[src/rtl/alu_mul_seq.sv]
// alu_mul_seq: 8x8 unsigned shift-and-add multiplier.
// Borrows the shared ALU (ADD/LSR only) one op per cycle while busy.
module alu_mul_seq #(
  parameter logic [4:0] OP_ADD = 5'b00000,
  parameter logic [4:0] OP_LSR = 5'b00111
) (
  input  logic        clk,
  input  logic        rst_n,
  input  logic        start,
  input  logic [7:0]  mcand,
  input  logic [7:0]  mplier,
  output logic        ready,
  output logic        done,
  output logic [15:0] product,
  output logic        alu_own,
  output logic [4:0]  alu_cmd,
  output logic [7:0]  alu_inA,
  output logic [7:0]  alu_inB,
  output logic        alu_sc_i,
  input  logic [7:0]  alu_rslt,
  input  logic        alu_sc_o
);

  localparam logic [2:0] S_IDLE = 3'd0;
  localparam logic [2:0] S_ADD  = 3'd1;
  localparam logic [2:0] S_SHH  = 3'd2;
  localparam logic [2:0] S_SHL  = 3'd3;
  localparam logic [2:0] S_DONE = 3'd4;

  logic [2:0] state;
  logic [7:0] a_q;
  logic [7:0] ph;
  logic [7:0] pl;
  logic       c_q;
  logic       b_q;
  logic [2:0] cnt;

  always_ff @(posedge clk or negedge rst_n) begin
    if (!rst_n) begin
      state <= S_IDLE;
      a_q   <= '0;
      ph    <= '0;
      pl    <= '0;
      c_q   <= 1'b0;
      b_q   <= 1'b0;
      cnt   <= '0;
    end else begin
      unique case (state)
        S_IDLE: begin
          if (start) begin
            a_q   <= mcand;
            ph    <= '0;
            pl    <= mplier;
            cnt   <= '0;
            state <= S_ADD;
          end
        end
        S_ADD: begin
          ph    <= alu_rslt;
          c_q   <= alu_sc_o;
          state <= S_SHH;
        end
        S_SHH: begin
          ph    <= alu_rslt;
          b_q   <= alu_sc_o;
          state <= S_SHL;
        end
        S_SHL: begin
          pl <= alu_rslt;
          if (cnt == 3'd7) begin
            state <= S_DONE;
          end else begin
            cnt   <= cnt + 3'd1;
            state <= S_ADD;
          end
        end
        S_DONE: state <= S_IDLE;
        default: state <= S_IDLE;
      endcase
    end
  end

  // ALU steering decodes only registered state: no path from start.
  always_comb begin
    alu_cmd  = OP_ADD;
    alu_inA  = '0;
    alu_inB  = '0;
    alu_sc_i = 1'b0;
    unique case (state)
      S_ADD: begin
        alu_cmd = OP_ADD;
        alu_inA = ph;
        alu_inB = pl[0] ? a_q : 8'h00;
      end
      S_SHH: begin
        alu_cmd  = OP_LSR;
        alu_inA  = ph;
        alu_sc_i = c_q;
      end
      S_SHL: begin
        alu_cmd  = OP_LSR;
        alu_inA  = pl;
        alu_sc_i = b_q;
      end
      default: begin
        alu_cmd  = OP_ADD;
        alu_inA  = '0;
        alu_inB  = '0;
        alu_sc_i = 1'b0;
      end
    endcase
  end

  assign ready   = (state == S_IDLE);
  assign done    = (state == S_DONE);
  assign alu_own = (state == S_ADD) || (state == S_SHH) ||
                   (state == S_SHL);
  assign product = {ph, pl};

endmodule

[config.mk]
export PLATFORM = sky130hd
export DESIGN_NAME = alu_mul_seq
export DESIGN_NICKNAME = d
export VERILOG_FILES = /design/src/rtl/alu_mul_seq.sv
export SDC_FILE = /design/constraint.sdc
export NUM_CORES = 1
export LEC_CHECK = 0
export ABC_AREA = 1
export BUFFER_PORTS_ARGS = -buffer_cell sky130_fd_sc_hd__buf_2
export CAP_MARGIN = 10
export CORE_ASPECT_RATIO = 0.6
export CORE_MARGIN = 1
export CORE_UTILIZATION = 38
export DETAILED_ROUTE_END_ITERATION = 10
export GPL_TIMING_DRIVEN = 0
export PLACE_DENSITY = 0.69
export SYNTH_ARGS = -nofsm -noshare
export SYNTH_HDL_FRONTEND = slang
export SYNTH_SLANG_ARGS = --single-unit
[constraint.sdc]
create_clock -name clk -period 4.1 [get_ports clk]
set_input_delay 1.23 -clock clk [delete_from_list [all_inputs] [get_ports clk]]
set_output_delay 1.23 -clock clk [all_outputs]
set_load 0.1 [all_outputs]
Yosys cells after proc, flatten, opt, wreduce, memory -nomap -nowiden

Index checks and enable logic that the tools add are counted.

Input port bits: 28
Bits in registers: 32
Output and inout bits: 41
Logic and storage cells: 41

Multiplexer cells: 15
$add $sub $neg: 1
Reduce and logical (&&, ||, !) cells: 11
Equality and inequality tests: 7

Operators with widths:

| kind                | number |
|---|---|
| $pmux 8 s2          | 3 |
| $mux 8              | 4 |
| $mux 3              | 5 |
| $pmux 3 s4          | 1 |
| $eq 3x2->1 const B  | 2 |
| $eq 3x3->1 const B  | 2 |
| $pmux 3 s2          | 1 |
| $reduce_and 2->1    | 3 |
| $ne 2x2->1 const B  | 2 |
| $reduce_bool 2->1   | 2 |
| $reduce_or 2->1     | 2 |
| $add 3x1->3 const B | 1 |
| $eq 3x1->1 const B  | 1 |
| $logic_not 3->1     | 1 |
| $reduce_and 3->1    | 1 |
| $logic_or 1x1->1    | 2 |
| $pmux 1 s2          | 1 |

Longest topological paths before layout

Depth in word-level cells: 4
Gate-level depth with buffers: 7
Gate-level depth less buffers: 7

Worst setup path after synthesis

Ideal clock, no wire load.

Kind: reg-to-output
Start: register pl[0]
End: output alu_inB[0]
Data arrival time: 2.651 ns
Stages on the path, launching flop included: 3
Path slack: 0.219 ns
Data required time: 2.870 ns
Cell sequence: dfrtp_1 -> nand4_1 -> nor2_1

Word-level cells in the longest chain between the ends: 2

RTL lines:

| what                     | line | RTL |
|---|---|---|
| start: declaration       | 33   | `logic [7:0] pl;` |
| start signal: assignment | 53   | `pl <= mplier;` |
| start signal: assignment | 69   | `pl <= alu_rslt;` |
| $mux 8                   | 93   | `alu_inB = pl[0] ? a_q : 8'h00;` |
| $mux 8                   | 89   | `unique case (state)` |
| end: declaration         | 18   | `output logic [7:0] alu_inB,` |

No other way between the ends.

Worst setup path after layout

Start: register state[0]
End: output alu_inA[1]

Word-level cells in the longest chain between the ends: 3
Elaborated cells between the ends (all ways): 5
Those cells by class: eq/ne: 3; mux: 1; reduce/logical: 1

RTL lines:

| what                                            | line | RTL |
|---|---|---|
| start: declaration                              | 30   | `logic [2:0] state;` |
| start signal: assignment                        | 40   | `state <= S_IDLE;` |
| start signal: assignment                        | 55   | `state <= S_ADD;` |
| start signal: assignment                        | 61   | `state <= S_SHH;` |
| $eq 3x1->1 / $eq 3x2->1 (equally long branches) | 89   |  |
| $reduce_or 2->1 (no source line)                | --   |  |
| $pmux 8 s2 (*)                                  | 89   |  |
| end: declaration                                | 17   | `output logic [7:0] alu_inA,` |

Every way passes the cells marked *; elsewhere a longest branch is shown, timed or not.

==> flow_summary.toml <==
[route]
drc = 0
totalWireLength_mm = 4.21
detail_route.wl_per_cell_um = 12.5
firstDrtPassIters = 4
ant_nets = 0
viasPerCell = 4.60
first_iter_violations = 77
vias = 1546

[finish]
nNetsFinal = 305
antenna_cells = 0
final_cells = 336
drive_above_1_share_pct = 35.1
area_growth_pct = 30.0
fillers = 418
fin_util_pct = 52.2

[setup_path]
arrival_ps = 1980
reg2reg_depth = 7
cp-start-kind = "register"
endpoint_kind = "output pin"
regToRegEndpoint = "pl[0]$_DFFE_PN0P_"
reg2reg_slack_ps = 2730
cp.required_ps = 2870
crit_path_max_fanout = 10
path_class = "register to output pin"
r2r-start = "state[0]$_DFFE_PN0P_"

[placement]
hpwl_mm = 3.05
dp_slack_ps = 1190
dp.cells = 328
gp_congestion = 0.756
portBuffers = 66

[clock_network]
cts_tree = "built"
htreeDepth = 2
clock-sinks = 32
clkLatencyLatePin_ps = 280
cts_setup_buffers = 0
postCtsHoldBufs = 0
cts_resized = 0
clock_path_buffers = 2
cts_buffers = 5
clk_pin_slew_worst_paths_ps = 70
clockRootBuffer = "clkbuf_8"

[yosys]
synthesis.area_mm2 = 0.00167
ys_seq_elements = 32
synth_cell_type_count = 23
synthTopCellsByCount = "nand2_1 (77), dfrtp_1 (32), nand3_1 (29)"
syn_area_per_cell_um2 = 8.32
yosysWarnings = 0
yosysSeqAreaShare_pct = 47.9
async_reset_ff_share_pct = 100
synth.most_common_cell = "nand2_1"
synthCells = 201
synth_area_leaders = "dfrtp_1 (48%), nand2_1 (17%), nand3_1 (8.7%), buf_6 (4.0%), o21ai_0 (3.3%)"
yosys.area.top_type = "dfrtp_1"
synthFlopType = "dfrtp_1"
synth_top_cell_area_share_pct = 47.9
synth-edff-count = 0

[timing]
clock.fmax_mhz = 311
slew_viol_final = 0
slew_headroom_pct = 52.2
finalSetupViolations = 0
layout_min_cycle_time_ps = 3210
worstMarginPinSlew_ps = 716
setup_ws_ps = 887
rsz0062_at_grt = "no"
fin_crit_sh_pct = 78.4
finalHoldViolCount = 0
tns_ps = 0
finClkSkew_ps = 1.44

[min_path]
min_path_type = "register to register"
hold_path_end = "cnt[1]$_DFFE_PN0P_"
hold_start = "cnt[1]$_DFFE_PN0P_"
worstHoldPathCells = 2

[floorplanning]
coreArea_mm2 = 0.00417
fp.dieW_um = 87.7
num_rows = 18
die_y_um = 53.4
die_area_mm2 = 0.00468
ioPinCount = 69
floorplan.initialDensity_pct = 40.2

[global_routing]
grt_pass1_vias = 1397
grt_overflow = 0
grt_pass1_wl_mm = 6.71
antenna_found_initial = 0
grt_max_degree = 33
grt_usage_pct = 20.2

[job]
drv_cap = 0

[outcome]
status = "finished clean"
through the flow:
step	area (um2)	hold slack, ps
after detailed placement	2080	470
after CTS	2170	491
after floorplan	1680	446
after global placement	2080	465
after global routing	2170	525
final	2170	495
worst max-delay path: stages (launching register included):
cell and delay [ps]:
dfrtp_1 370, buf_6 140, inv_1 80, nand3_1 150, nand2_4 210, buf_6 190, nand2_1 70, nand2_1 60
buf_2 420
state kept, by name, indices dropped and copies added, names as in the netlist:
name / cells
a_q: 8
ph: 8
cnt: 3
pl: 8
state: 3
b_q: 1
c_q: 1
cell type report:
type                       count  area, um2  share of cell area [%]
sequential                    32        801                    36.8
multi-input combinational    142        688                    31.6
timing repair buffer          66        330                    15.2
buffer                        11        118                    5.41
clock buffer                   6       82.6                    3.80
tap                           60       75.1                    3.45
inverter                      17       70.1                    3.22
clock inverter                 2       10.0                   0.460
logic make-up (layout without fill, tap and decap cells):
family | count (synthesis) | in the layout | synth area share (%)
other | 1 | 2 | 0.224
flip-flops | 32 | 32 | 47.9
AND/OR/NAND/NOR | 126 | 126 | 35.6
AO/OA/AOI/OAI | 12 | 12 | 3.59
adder cells (fa/ha/maj) | 2 | 2 | 1.50
buffers and inverters | 28 | 102 | 11.2
per-layer routing:
metal  global-route usage [%]  wire length (um)  up-vias
met4                     8.74                86        0
met5                        0                 0        -
met3                     6.40               269       12
met2                     30.2              1760       60
li1                         -                 -      779
met1                     27.0              2090      695
cell usage in the layout, fill, tap and decap left out, drive strengths merged, types with 2 or more instances in the layout:
master and count:
o21ai 11, ha 2, nand2 79, buf 77, nand3 31, clkinv 4, conb 2, inv 15
clkbuf 6, nor2 13, dfrtp 32
worst max path at each step:
stage | from | to | depth (start not counted)
final | state[0]$_DFFE_PN0P_ | alu_inA[1] | 8
after CTS | state[0]$_DFFE_PN0P_ | alu_inA[1] | 8
after global placement | state[2]$_DFFE_PN0P_ | alu_inA[1] | 7
after detailed placement | state[2]$_DFFE_PN0P_ | alu_inA[1] | 7
after global routing | state[1]$_DFFE_PN0P_ | alu_inA[0] | 8
after floorplan | pl[0]$_DFFE_PN0P_ | alu_inB[0] | 2
Power is not shown: default switching activity piles up to over one toggle a cycle in this logic, so the estimate is an artifact.
